## config.mk

```make
export PLATFORM = sky130hd
export DESIGN_NAME = lm_sm_seq_flat
export DESIGN_NICKNAME = d
export VERILOG_FILES = /design/src/rtl/lm_sm_seq_if.sv /design/src/rtl/lm_sm_seq.sv /design/src/flat_wrapper.sv
export SDC_FILE = /design/constraint.sdc
export NUM_CORES = 1
export LEC_CHECK = 0
export CAP_MARGIN = 25
export CORE_UTILIZATION = 41
export DETAILED_ROUTE_END_ITERATION = 10
export GPL_ROUTABILITY_DRIVEN = 0
export PLACE_DENSITY = 0.95
export SYNTH_ARGS = -nofsm -noshare
export SYNTH_HDL_FRONTEND = slang
export SYNTH_SLANG_ARGS = --single-unit
```

## constraint.sdc

```tcl
create_clock -name clk -period 4.75 [get_ports clk]
set_input_delay 0.475 -clock clk [delete_from_list [all_inputs] [get_ports clk]]
set_output_delay 0.475 -clock clk [all_outputs]
set_load 0.02 [all_outputs]
```

## src/rtl/lm_sm_seq_if.sv

```systemverilog
// Execute-stage handshake plus register-file and data-memory ports used by the
// LM/SM sequencer. The sequencer takes the slave side.
interface lm_sm_seq_if #(
    parameter int DATA_W = 16,
    parameter int ADDR_W = 16,
    parameter int NREG   = 8
);
    localparam int RIDX_W = $clog2(NREG);

    logic              start;
    logic              is_load;
    logic [NREG-1:0]   mask;
    logic [ADDR_W-1:0] base_addr;
    logic              busy;
    logic              done;

    logic [RIDX_W-1:0] rf_addr;
    logic              rf_we;
    logic [DATA_W-1:0] rf_wdata;
    logic [DATA_W-1:0] rf_rdata;

    logic [ADDR_W-1:0] mem_addr;
    logic              mem_re;
    logic              mem_we;
    logic [DATA_W-1:0] mem_rdata;
    logic [DATA_W-1:0] mem_wdata;

    modport slave (
        input  start, is_load, mask, base_addr, rf_rdata, mem_rdata,
        output busy, done, rf_addr, rf_we, rf_wdata,
               mem_addr, mem_re, mem_we, mem_wdata
    );

    modport master (
        output start, is_load, mask, base_addr, rf_rdata, mem_rdata,
        input  busy, done, rf_addr, rf_we, rf_wdata,
               mem_addr, mem_re, mem_we, mem_wdata
    );
endinterface

```

## src/rtl/lm_sm_seq.sv

```systemverilog
// LM/SM multi-register transfer sequencer: walks the register mask lowest bit
// first, issuing one register access and one memory access per cycle.
module lm_sm_seq #(
    parameter int DATA_W = 16,
    parameter int ADDR_W = 16,
    parameter int NREG   = 8
) (
    input  logic          clk,
    input  logic          rst,
    lm_sm_seq_if.slave    bus
);
    localparam int RIDX_W = $clog2(NREG);

    typedef enum logic [1:0] {IDLE, XFER, DONE} state_t;

    state_t            state;
    logic [NREG-1:0]   pending;
    logic [ADDR_W-1:0] addr;
    logic              is_load_q;
    logic              busy_q;
    logic              done_q;
    logic              rf_we_q;
    logic              mem_re_q;
    logic              mem_we_q;

    logic [RIDX_W-1:0] cur;
    logic [NREG-1:0]   pending_nxt;
    logic              last;

    // Priority encode: scanning high to low leaves the lowest set bit in cur.
    always_comb begin
        cur = '0;
        for (int i = NREG - 1; i >= 0; i--) begin
            if (pending[i]) cur = RIDX_W'(i);
        end
    end

    // x & (x-1) drops the lowest set bit; empty result means this is the final transfer.
    assign pending_nxt = pending & (pending - NREG'(1));
    assign last        = (pending_nxt == '0);

    always_ff @(posedge clk or negedge rst) begin
        if (!rst) begin
            state     <= IDLE;
            pending   <= '0;
            addr      <= '0;
            is_load_q <= 1'b0;
            busy_q    <= 1'b0;
            done_q    <= 1'b0;
            rf_we_q   <= 1'b0;
            mem_re_q  <= 1'b0;
            mem_we_q  <= 1'b0;
        end else begin
            case (state)
                IDLE: begin
                    if (bus.start) begin
                        if (bus.mask != '0) begin
                            pending   <= bus.mask;
                            addr      <= bus.base_addr;
                            is_load_q <= bus.is_load;
                            state     <= XFER;
                            busy_q    <= 1'b1;
                            rf_we_q   <= bus.is_load;
                            mem_re_q  <= bus.is_load;
                            mem_we_q  <= !bus.is_load;
                        end else begin
                            state  <= DONE;
                            done_q <= 1'b1;
                        end
                    end
                end
                XFER: begin
                    pending <= pending_nxt;
                    addr    <= addr + ADDR_W'(1);
                    if (last) begin
                        state    <= DONE;
                        busy_q   <= 1'b0;
                        done_q   <= 1'b1;
                        rf_we_q  <= 1'b0;
                        mem_re_q <= 1'b0;
                        mem_we_q <= 1'b0;
                    end else begin
                        rf_we_q  <= is_load_q;
                        mem_re_q <= is_load_q;
                        mem_we_q <= !is_load_q;
                    end
                end
                DONE: begin
                    done_q <= 1'b0;
                    state  <= IDLE;
                end
                default: begin
                    state    <= IDLE;
                    busy_q   <= 1'b0;
                    done_q   <= 1'b0;
                    rf_we_q  <= 1'b0;
                    mem_re_q <= 1'b0;
                    mem_we_q <= 1'b0;
                end
            endcase
        end
    end

    assign bus.busy      = busy_q;
    assign bus.done      = done_q;
    assign bus.rf_addr   = cur;
    assign bus.rf_we     = rf_we_q;
    assign bus.mem_addr  = addr;
    assign bus.mem_re    = mem_re_q;
    assign bus.mem_we    = mem_we_q;
    // Data paths are pure wires; the strobes decide which side is consumed.
    assign bus.rf_wdata  = bus.mem_rdata;
    assign bus.mem_wdata = bus.rf_rdata;
endmodule

```

## src/flat_wrapper.sv

```systemverilog
// flat-port wrapper written by rule: the top's interface ports become plain ports
module lm_sm_seq_flat 
#(
    parameter int DATA_W = 16,
    parameter int ADDR_W = 16,
    parameter int NREG   = 8
)
  (clk, rst, bus_start, bus_is_load, bus_mask, bus_base_addr, bus_rf_rdata, bus_mem_rdata, bus_busy, bus_done, bus_rf_addr, bus_rf_we, bus_rf_wdata, bus_mem_addr, bus_mem_re, bus_mem_we, bus_mem_wdata);
  lm_sm_seq_if #(.DATA_W(DATA_W), .ADDR_W(ADDR_W), .NREG(NREG)) bus_i ();
  input  logic clk;
  input  logic rst;
  input wire logic [$bits(bus_i.start)-1:0] bus_start;
  input wire logic [$bits(bus_i.is_load)-1:0] bus_is_load;
  input wire logic [$bits(bus_i.mask)-1:0] bus_mask;
  input wire logic [$bits(bus_i.base_addr)-1:0] bus_base_addr;
  input wire logic [$bits(bus_i.rf_rdata)-1:0] bus_rf_rdata;
  input wire logic [$bits(bus_i.mem_rdata)-1:0] bus_mem_rdata;
  output wire logic [$bits(bus_i.busy)-1:0] bus_busy;
  output wire logic [$bits(bus_i.done)-1:0] bus_done;
  output wire logic [$bits(bus_i.rf_addr)-1:0] bus_rf_addr;
  output wire logic [$bits(bus_i.rf_we)-1:0] bus_rf_we;
  output wire logic [$bits(bus_i.rf_wdata)-1:0] bus_rf_wdata;
  output wire logic [$bits(bus_i.mem_addr)-1:0] bus_mem_addr;
  output wire logic [$bits(bus_i.mem_re)-1:0] bus_mem_re;
  output wire logic [$bits(bus_i.mem_we)-1:0] bus_mem_we;
  output wire logic [$bits(bus_i.mem_wdata)-1:0] bus_mem_wdata;
  assign bus_i.start = bus_start;
  assign bus_i.is_load = bus_is_load;
  assign bus_i.mask = bus_mask;
  assign bus_i.base_addr = bus_base_addr;
  assign bus_i.rf_rdata = bus_rf_rdata;
  assign bus_i.mem_rdata = bus_mem_rdata;
  assign bus_busy = bus_i.busy;
  assign bus_done = bus_i.done;
  assign bus_rf_addr = bus_i.rf_addr;
  assign bus_rf_we = bus_i.rf_we;
  assign bus_rf_wdata = bus_i.rf_wdata;
  assign bus_mem_addr = bus_i.mem_addr;
  assign bus_mem_re = bus_i.mem_re;
  assign bus_mem_we = bus_i.mem_we;
  assign bus_mem_wdata = bus_i.mem_wdata;
  lm_sm_seq #(.DATA_W(DATA_W), .ADDR_W(ADDR_W), .NREG(NREG)) u_core (.clk(clk), .rst(rst), .bus(bus_i));
endmodule
```

==> run_results.csv <==
group,metric,value,unit
logic_synthesis,syn_area,2020,um2
clock_network,cts.path.max_buffers,2,
logic_synthesis,synthesis.nets,289,
timing,maxSlewHeadroom,40.5,%
timing,tightest_slew,0.884,ns
detailed_routing,drt_wl_total,4850,um
logic_synthesis,synth_cell_types,52,
detailed_routing,drt_iter0_markers,152,
worst_setup_path,crit_arrival,2.80,ns
logic_synthesis,yosysWarnings,0,
detailed_routing,via_count,1794,
logic_synthesis,ys_seq_elements,31,
clock_network,cts_root_buffer,"clkbuf_8",
logic_synthesis,synthMuxAreaShare,1.49,%
floorplanning,placementRows,25,
logic_synthesis,syn_area_per_cell,8.84,um2
finish,final_nets,308,
logic_synthesis,synth_compound_area_share,19.6,%
clock_network,postCtsResizedCells,0,
timing,grt_setup_unrepaired,"no",
floorplanning,die_w,72.1,um
logic_synthesis,synth_xor_area_share,0,%
finish,n_antenna_cell,0,
detailed_routing,postRouteAntennaNets,0,
detailed_routing,drt-wirelength-per-cell,15.4,um
worst_setup_path,startpoint,"bus_mask[3]",
placement,port_buffers,51,
timing,finalMaxSlewViolations,0,
clock_network,cts_sinks,31,
finish,n_fill_cell,407,
clock_network,clkLatencyLatePin,0.29,ns
grt,antenna_found_initial,0,
power,fin_total_pwr,0.00179,W
logic_synthesis,synthFlopType,"dfrtp_1",
logic_synthesis,yosysSeqAreaShare,38.5,%
logic_synthesis,yosys.area_share.simple,22.7,%
clock_network,cts_made_buffers,5,
timing,layout_min_cycle_time,2.63,ns
logic_synthesis,synthCells,228,
outcome,status,"finished clean",
clock_network,htree_levels,2,
logic_synthesis,synth_edf_count,0,
worst_setup_path,cp_data_required_time,4.92,ns
worst_setup_path,timing.rr.end,"u_core.bus.mem_re$_DFFE_PN0P_",
power,p_per_area,726,nW/um2
floorplanning,ioPinCount,116,
worst_setup_path,startpoint_type,"primary input",
placement,dp_hpwl,3430,um
finish,drive_gt1_share,8.47,%
floorplanning,start_util,42.7,%
timing,fin_crit_sh,55.3,%
logic_synthesis,synth_fa_ha_area_share,1.61,%
detailed_routing,viasPerCell,5.70,
worst_setup_path,r2r_slack,2.82,ns
worst_setup_path,rr_startpoint,"u_core.pending[0]$_DFFE_PN0P_",
timing,tns,0,ns
floorplanning,die_h,72.1,um
worst_setup_path,path_cells,"clkdlybuf4s50_1 -> nor4_1 -> a211o_1 -> o32ai_1 -> a21o_2",
grt,grt-ovfl-total,0,
worst_setup_path,r2r_cells,4,
floorplanning,core,4720,um2
logic_synthesis,synth_top_family_by_area,"simple AND/OR/NAND/NOR gates",
clock_network,holdBufCountCts,0,
power,vdd_drop_max,0.250,mV
power,p_leak,0.969,nW
timing,max_freq,380,MHz
worst_setup_path,cp_max_fo,20,
grt,grt_pass1_wl,7940,um
floorplanning,dieArea,5200,um2
flow_run,cap_violations,0,
worst_setup_path,path_class,"in2reg",
detailed_routing,drc,0,
grt,grt_usage,19.7,%
detailed_routing,first_pass_iters,4,
worst_setup_path,critPathCaptureType,"flop",
clock_network,post-cts-setup-buffer-count,0,
worst_hold_path,min_from,"u_core.is_load_q$_DFFE_PN0P_",
timing,setup_viol,0,
clock_network,cts.clk_slew.worst_paths,0.06,ns
worst_hold_path,min_path_cells,1,
finish,area_growth,22.1,%
worst_setup_path,cpPeakStageDelay,0.79,ns
worst_setup_path,slowest_stage,"nor4_1",
grt,grt_pass1_vias,1710,
timing,fin_skew,0.0108,ns
clock_network,cts_tree,"done",
logic_synthesis,async_reset_ff_share,100,%
worst_hold_path,hp-class,"reg2reg",
timing,final_hold_viol_count,0,
grt,grt_max_degree,32,
worst_hold_path,min_to,"u_core.is_load_q$_DFFE_PN0P_",
-- critical path, delay by kind of cell --
family / cells / cell delay, ns
compound gates: 3 / 1.08
buf+inv: 1 / 0.44
simple gates: 1 / 0.79
-- logic make-up (layout without fill, tap and decap cells) --
group,count (synthesis),in the layout
simple gates,90,90
mux,3,3
compound gates,52,52
fa+ha+maj,3,3
buf+inv,49,69
flops,31,31
-- worst max path at each step --
stage / to / cells after the start
finish: u_core.bus.mem_we$_DFFE_PN0P_ / 5
global route: u_core.bus.mem_we$_DFFE_PN0P_ / 5
CTS: bus_rf_addr[2] / 3
detailed placement: u_core.bus.mem_we$_DFFE_PN0P_ / 5
global placement: u_core.bus.mem_we$_DFFE_PN0P_ / 5
floorplan: bus_rf_addr[2] / 3
-- stage by stage --
step           hold slack, ns  cells  area (um2)  setup slack [ns]  utilization [%]
5_1_grt                 0.536    315        2460              1.97             52.1
3_3_place_gp            0.487    306        2340              2.03             49.5
2_1_floorplan           0.179    228        2020              2.90                -
4_1_cts                 0.517    314        2450              2.16             51.9
3_5_place_dp            0.501    306        2340              1.89             49.5
6_report                0.512    315        2460              2.12             52.1
-- final cells by class --
cell class	count	area [um2]	area share (%)
Multi-Input combinational cell	148	921	37.4
Sequential cell	31	776	31.5
Timing Repair Buffer	55	541	22.0
Tap cell	67	83.8	3.41
Clock buffer	6	82.6	3.36
Clock inverter	2	35.0	1.42
Inverter	6	22.5	0.915
-- synth_stat cells (2+ instances only) --
cell | n | share of area, %
maj3_1 | 2 | 0.99
dfrtp_1 | 31 | 38
and4_1 | 4 | 1.7
nand2_1 | 23 | 4.3
buf_2 | 4 | 0.99
nand3_1 | 8 | 2.0
mux2i_1 | 3 | 1.5
nor3_1 | 13 | 3.2
o211ai_1 | 4 | 1.5
clkbuf_1 | 3 | 0.56
o22ai_1 | 2 | 0.62
buf_4 | 34 | 13
a211oi_1 | 7 | 2.6
nand2b_1 | 5 | 1.6
a311oi_1 | 3 | 1.3
nor2_1 | 17 | 3.2
and2_1 | 3 | 0.93
nand4_1 | 4 | 1.2
o21ai_0 | 7 | 1.7
a21oi_1 | 6 | 1.5
nor2b_1 | 2 | 0.62
inv_1 | 6 | 1.1
a22o_1 | 2 | 0.87
nor4_1 | 5 | 1.6
o311ai_0 | 3 | 1.3
-- placed cells by master, fill, tap and decap left out, types with 2 or more instances in the layout --
cell type,Yosys,layout
nand2_1,23,23
nor3_1,13,13
maj3_1,2,2
nand3_1,8,8
nor2_1,17,17
a21oi_1,6,6
o21ai_0,7,7
a211oi_1,7,6
buf_4,34,4
a22o_1,2,2
o22ai_1,2,2
dfrtp_1,31,31
o311ai_0,3,3
clkbuf_8,0,6
nor2b_1,2,2
a311oi_1,3,3
nand2b_1,5,5
clkdlybuf4s50_1,0,51
nand4_1,4,4
mux2i_1,3,3
and2_1,3,3
and4_1,4,4
nor4_1,5,5
inv_1,6,6
o211ai_1,4,4
-- metal layers --
metal / vias to the layer above / GRT usage (%) / wire length, um
li1: 849 / - / -
met1: 869 / 25.8 / 2140
met2: 72 / 30.3 / 2320
met3: 4 / 6.94 / 371
met4: 0 / 6.32 / 21
met5: - / 0 / 0
-- where the power goes --
group / total, W / internal [W] / switching (W)
registers: 0.000573 / 0.000390 / 0.000183
clock network: 0.000270 / 0.000170 / 0.000100
logic: 0.000945 / 0.000446 / 0.000499
total: 0.00179 / 0.00101 / 0.000782
-- state kept, by name, indices dropped and copies added, names as in the netlist --
register,count
u_core.bus.busy,1
u_core.bus.done,1
u_core.bus.mem_addr,16
u_core.bus.mem_re,1
u_core.bus.mem_we,1
u_core.is_load_q,1
u_core.pending,8
u_core.state,2
(Power assumes the default switching activity.)
